==> src/rtl/alu_rr_pkg.sv <==
// Shared types and encodings for the R-type ALU sequencer and its legality check.
// No logic, no latency, no flow control.
package alu_rr_pkg;

  typedef enum logic [2:0] {
    ST_IDLE,
    ST_READ_RS1,
    ST_READ_RS2,
    ST_CAPTURE_B,
    ST_EXECUTE,
    ST_WAIT,
    ST_WRITEBACK,
    ST_ERROR
  } state_t;

  localparam logic [6:0] FUNCT7_BASE    = 7'h00;
  localparam logic [6:0] FUNCT7_ALT     = 7'h20;
  localparam logic [2:0] FUNCT3_ADD_SUB = 3'd0;
  localparam logic [2:0] FUNCT3_SRL_SRA = 3'd5;

endpackage

==> src/rtl/alu_rr_legal_check.sv <==
// funct3/funct7 legality for R-type ops; purely combinational, zero latency, no flow control.
// Shared with the decoder so both agree on what is encodable.
module alu_rr_legal_check
  import alu_rr_pkg::*;
(
  input  logic [2:0] funct3,
  input  logic [6:0] funct7,
  output logic       legal
);

  // The alternate funct7 only modifies ADD (into SUB) and SRL (into SRA).
  assign legal = (funct7 == FUNCT7_BASE) ||
                 ((funct7 == FUNCT7_ALT) &&
                  ((funct3 == FUNCT3_ADD_SUB) || (funct3 == FUNCT3_SRL_SRA)));

endmodule

==> src/rtl/alu_rr_sequencer.sv <==
// Runs one R-type op: read rs1, read rs2, strobe the ALU, wait ALU_LATENCY, write rd.
// Latency 4+ALU_LATENCY cycles to retire; issue_ready is low for the whole sequence.
module alu_rr_sequencer
  import alu_rr_pkg::*;
#(
  parameter int XLEN        = 32,
  parameter int REG_ADDR_W  = 5,
  parameter int ALU_LATENCY = 1
) (
  input  logic                  clock,
  input  logic                  reset_n,
  input  logic                  issue_valid,
  output logic                  issue_ready,
  input  logic [REG_ADDR_W-1:0] issue_rs1,
  input  logic [REG_ADDR_W-1:0] issue_rs2,
  input  logic [REG_ADDR_W-1:0] issue_rd,
  input  logic [2:0]            issue_funct3,
  input  logic [6:0]            issue_funct7,
  output logic [REG_ADDR_W-1:0] rf_read_addr,
  input  logic [XLEN-1:0]       rf_read_data,
  output logic                  alu_enable,
  output logic [2:0]            alu_funct3,
  output logic [6:0]            alu_funct7,
  output logic [XLEN-1:0]       alu_rs1_value,
  output logic [XLEN-1:0]       alu_rs2_value,
  input  logic [XLEN-1:0]       alu_rd_value,
  output logic                  rf_write_enable,
  output logic [REG_ADDR_W-1:0] rf_write_addr,
  output logic [XLEN-1:0]       rf_write_data,
  output logic                  done,
  output logic                  illegal
);

  localparam logic [2:0] LAT_INIT = 3'(ALU_LATENCY);

  state_t                state;
  logic [REG_ADDR_W-1:0] rs2_q;
  logic [REG_ADDR_W-1:0] rd_q;
  logic [2:0]            lat_cnt;
  logic                  wb_phase;
  logic                  issue_legal;
  logic                  accept;

  alu_rr_legal_check u_legal (
    .funct3 (issue_funct3),
    .funct7 (issue_funct7),
    .legal  (issue_legal)
  );

  assign accept = issue_valid && issue_ready;

  // The ALU result only becomes valid in the writeback cycle itself, so it is
  // passed through under a registered qualifier rather than re-registered.
  assign rf_write_data = wb_phase ? alu_rd_value : '0;

  always_ff @(posedge clock or negedge reset_n) begin
    if (!reset_n) begin
      state           <= ST_IDLE;
      issue_ready     <= 1'b1;
      rs2_q           <= '0;
      rd_q            <= '0;
      lat_cnt         <= '0;
      wb_phase        <= 1'b0;
      rf_read_addr    <= '0;
      alu_enable      <= 1'b0;
      alu_funct3      <= '0;
      alu_funct7      <= '0;
      alu_rs1_value   <= '0;
      alu_rs2_value   <= '0;
      rf_write_enable <= 1'b0;
      rf_write_addr   <= '0;
      done            <= 1'b0;
      illegal         <= 1'b0;
    end else begin
      rf_read_addr    <= '0;
      alu_enable      <= 1'b0;
      rf_write_enable <= 1'b0;
      rf_write_addr   <= '0;
      wb_phase        <= 1'b0;
      done            <= 1'b0;
      illegal         <= 1'b0;
      case (state)
        ST_IDLE: begin
          if (accept) begin
            issue_ready <= 1'b0;
            rs2_q       <= issue_rs2;
            rd_q        <= issue_rd;
            alu_funct3  <= issue_funct3;
            alu_funct7  <= issue_funct7;
            if (issue_legal) begin
              state        <= ST_READ_RS1;
              rf_read_addr <= issue_rs1;
            end else begin
              state   <= ST_ERROR;
              done    <= 1'b1;
              illegal <= 1'b1;
            end
          end
        end
        ST_READ_RS1: begin
          state        <= ST_READ_RS2;
          rf_read_addr <= rs2_q;
        end
        ST_READ_RS2: begin
          state         <= ST_CAPTURE_B;
          alu_rs1_value <= rf_read_data;
        end
        ST_CAPTURE_B: begin
          state         <= ST_EXECUTE;
          alu_rs2_value <= rf_read_data;
          alu_enable    <= 1'b1;
          lat_cnt       <= LAT_INIT;
        end
        // EXECUTE counts as the first latency cycle, so latency 1 skips WAIT.
        ST_EXECUTE, ST_WAIT: begin
          lat_cnt <= lat_cnt - 3'd1;
          if (lat_cnt == 3'd1) begin
            state           <= ST_WRITEBACK;
            rf_write_enable <= (rd_q != '0);
            rf_write_addr   <= rd_q;
            wb_phase        <= 1'b1;
            done            <= 1'b1;
          end else begin
            state <= ST_WAIT;
          end
        end
        ST_WRITEBACK, ST_ERROR: begin
          state       <= ST_IDLE;
          issue_ready <= 1'b1;
        end
        default: begin
          state       <= ST_IDLE;
          issue_ready <= 1'b1;
        end
      endcase
    end
  end

endmodule

==> config.mk <==
export PLATFORM = sky130hd
export DESIGN_NAME = alu_rr_sequencer
export DESIGN_NICKNAME = d
export VERILOG_FILES = /design/src/rtl/alu_rr_pkg.sv /design/src/rtl/alu_rr_legal_check.sv /design/src/rtl/alu_rr_sequencer.sv
export SDC_FILE = /design/constraint.sdc
export NUM_CORES = 1
export LEC_CHECK = 0
export BUFFER_PORTS_ARGS = -buffer_cell sky130_fd_sc_hd__buf_2
export CELL_PAD_IN_SITES_DETAIL_PLACEMENT = 1
export CELL_PAD_IN_SITES_GLOBAL_PLACEMENT = 2
export CORE_MARGIN = 2
export CORE_UTILIZATION = 27
export CTS_BUF_LIST = sky130_fd_sc_hd__clkbuf_16
export DETAILED_ROUTE_END_ITERATION = 12
export PLACE_DENSITY = 0.89
export SLEW_MARGIN = 5
export SYNTH_ARGS = -nofsm -noshare
export SYNTH_HDL_FRONTEND = slang
export SYNTH_SLANG_ARGS = --single-unit
==> constraint.sdc <==
create_clock -name clock -period 2 [get_ports clock]
set_input_delay 0.2 -clock clock [delete_from_list [all_inputs] [get_ports clock]]
set_output_delay 0.2 -clock clock [all_outputs]
set_load 0.01 [all_outputs]
==> qor.csv <==
metric,value,unit
synth_area_leader_cell,dfrtp_1,
r2r_end,rf_read_addr[4],
p_leak,3.220,nW
area.sequential,2654,sq um
routed_wl,12.79,mm
path_class,reg -> reg,
post_cts_resized,0,
cts_tree,built,
setup_viol,0,
synthToLayoutAreaGrowth,37.18,%
avgSynthCellArea,12.24,sq um
yosysTopAreaCellShare,60.82,%
drv_slew,0,
min_path_type,in -> reg,
worstPathMaxFanout,24,
clock_path_buffers,2,
min_from,rf_read_data[15],
first_global_vias,3626,
nFillCells,1861,
layout_commonest_cell,buf_2,
hold_depth,3,
final.setup.tns,0,ns
synth_cell_types,34,
net-switching-power,3.313,mW
vias_per_cell,4.351,
min_period,1.852,ns
hpwl,9.767,mm
switching_share,36.20,%
grt.overflow.total,0,
irDropWorstVdd,0.0007465,V
start_util,27.40,%
wl_per_cell,16.17,um
netlist_area,4320,sq um
yosys_register_bits,106,
reg2reg_depth,4,
clk-insertion-delay-late,0.35,ns
synth.top_cells.by_area,"dfrtp_1 61%, mux2_2 9.1%, nand2_1 8.8%, mux2_4 5.9%, and2_1 5.4%",
whs_endpoint,alu_rs2_value[15],
p_clk_share,18.0,%
worst-endpoint-required,2.29,ns
critPathMaxStageDelay,0.65,ns
finalHoldViolations,0,
maxCapViolations,0,
fp.dieH,130.5,um
total_power,9.151,mW
antenna_found_initial,1,
fin_cells,791,
status,finished clean,
track_usage,14.75,%
power.density,1544,nW/um^2
drt_pass1_iterations,4,
ios,213,
startpoint_type,register,
layout-drive-gt1-share,51.13,%
nNetsFinal,664,
cts.sinks,106,
finClkSkew,0.009388,ns
grt_start_max_net_pins,53,
min_period_over_period,92.61,%
layout_common_cells,"211 x buf_2, 105 x dfrtp_1, 101 x nand2_1",
vias,3442,
internal-power,5.838,mW
final_core_util,37.58,%
syn_inst,353,
multi_input_area,1540,sq um
htreeDepth,3,
first_iter_violations,65,
ant_nets,0,
core_area,15770,sq um
reg2reg_slack,0.15,ns
tightest_slew,0.5181,ns
path_buf_inv,0,
num_rows,46,
comb_power_share,41.1,%
crit_path_end_kind,register,
ys_seq_area_share,61.42,%
dieArea,17030,sq um
drc,0,
crit_family,simple AND/OR/NAND/NOR gates,
rsz0062_at_grt,no,
r2r-start,issue_ready,
syn-num-nets,447,
cp_slowest_cell,or4_4,
slew_headroom,65.34,%
clk_pin_slew,0.07,ns
dp.cells,774,
root_buffer,clkbuf_16,
fp.dieW,130.5,um
gp_congestion,0.8242,
fmax,0.5399,GHz
seqPwrFrac,40.9,%
crit_chain,nand2_1 -> or4_4 -> nor3_4 -> a22o_1,
cp.arrival,2.14,ns
hold_slack,0.05075,ns
port-buffer-count,212,
grt_pass1_wl,19.09,mm
cts_buffers,9,
antenna_cells,0,
ys_warn_count,0,
[layout make-up]
| cell class | count | share of cell area (%) |
|---|---|---|
| timing repair buffer | 223 | 19.80 |
| tap | 216 | 4.560 |
| clock inverter | 7 | 0.7600 |
| sequential | 106 | 44.78 |
| inverter | 5 | 0.3167 |
| clock buffer | 9 | 3.800 |
| multi-input combinational | 225 | 25.99 |
[flip-flops by register name (all words and copies together) (netlist names), 3 cells and up]
signal / count
state: 3
alu_rs2_value: 32
alu_funct7: 7
alu_rs1_value: 32
rf_read_addr: 5
rs2_q: 5
alu_funct3: 3
rf_write_addr: 5
rd_q: 5
lat_cnt: 3
[cell usage after synthesis]
cell      count
or4_1         1
buf_12        1
nand3_1       1
clkinv_1      1
a221oi_1      1
or2_2         1
buf_2         6
dfrtp_1     105
o21bai_4      1
ha_1          2
nor2_1        2
buf_8         1
dfstp_2       1
o21ai_0       2
mux2_4       17
o21a_1        2
mux2_2       35
nor3_2        1
nor3b_1       1
a22o_1        6
clkbuf_1      7
a21oi_1       5
a311oi_1      1
xor2_1        1
nor3_4        1
nor2b_1       1
nor3_1        1
or4_4         1
buf_6         2
nand2b_1      2
nand2_1     101
inv_1         4
nor4_1        1
and2_1       37
[per-layer routing]
| metal | part of all wire (%) | wire length (um) | track usage [%] | up-vias |
|---|---|---|---|---|
| met5 | 0 | 0 | 0 | - |
| met4 | 1.5 | 197 | 4.819 | 0 |
| met3 | 11 | 1388 | 6.107 | 17 |
| met2 | 50 | 6437 | 26.81 | 160 |
| met1 | 37 | 4768 | 15.46 | 1686 |
| li1 | - | - | - | 1579 |
[power groups by stage]
stage          clock [mW]  sequential [mW]  combinational (mW)
5_1_grt              1.78             3.88                4.16
3_5_place_dp            0             3.79                3.84
3_3_place_gp            0             3.71                3.70
6_report             1.65             3.74                3.76
2_1_floorplan           0             4.08                1.84
4_1_cts              1.72             3.76                3.85
[cells by family (layout without fill, tap and decap cells)]
| group | Yosys count | after routing | synth area share, % |
|---|---|---|---|
| flops | 106 | 106 | 61.42 |
| xor+xnor | 1 | 1 | 0.2028 |
| simple gates | 152 | 152 | 16.48 |
| compound gates | 18 | 18 | 3.215 |
| mux | 52 | 52 | 15.03 |
| fa+ha+maj | 2 | 2 | 0.5791 |
| buf+inv | 22 | 244 | 3.070 |
[worst min-delay path, delay by kind of cell]
family                 cells  cell delay [ns]
buffers and inverters      1             0.09
and+or+nand+nor            2             0.09
[repair_timing]
action | 4_1_cts | 5_1_grt
hold buffers | 1 | 0
endpoints found under the hold margin | 21 | 0
buffers inserted | 0 | 0
[how the worst max path moves through the flow]
stage | from | to | slack (ns) | depth (start not counted)
2_1_floorplan | state[2] | alu_funct3[0] | 0.30 | 5
3_3_place_gp | issue_ready | rf_read_addr[4] | 0.26 | 4
3_5_place_dp | issue_ready | rf_read_addr[4] | 0.18 | 4
4_1_cts | issue_ready | rf_read_addr[4] | 0.16 | 4
5_1_grt | issue_ready | rf_read_addr[4] | 0.07 | 4
6_report | issue_ready | rf_read_addr[4] | 0.15 | 4
[stage by stage]
step / area [sq um] / setup WS (ns)
floorplan: 4320 / 0.3011
global placement: 5647 / 0.2628
detailed placement: 5647 / 0.1754
CTS: 5927 / 0.1554
global route: 5927 / 0.07350
finish: 5927 / 0.1478
No activity file was read; power rests on OpenSTA's default activity.
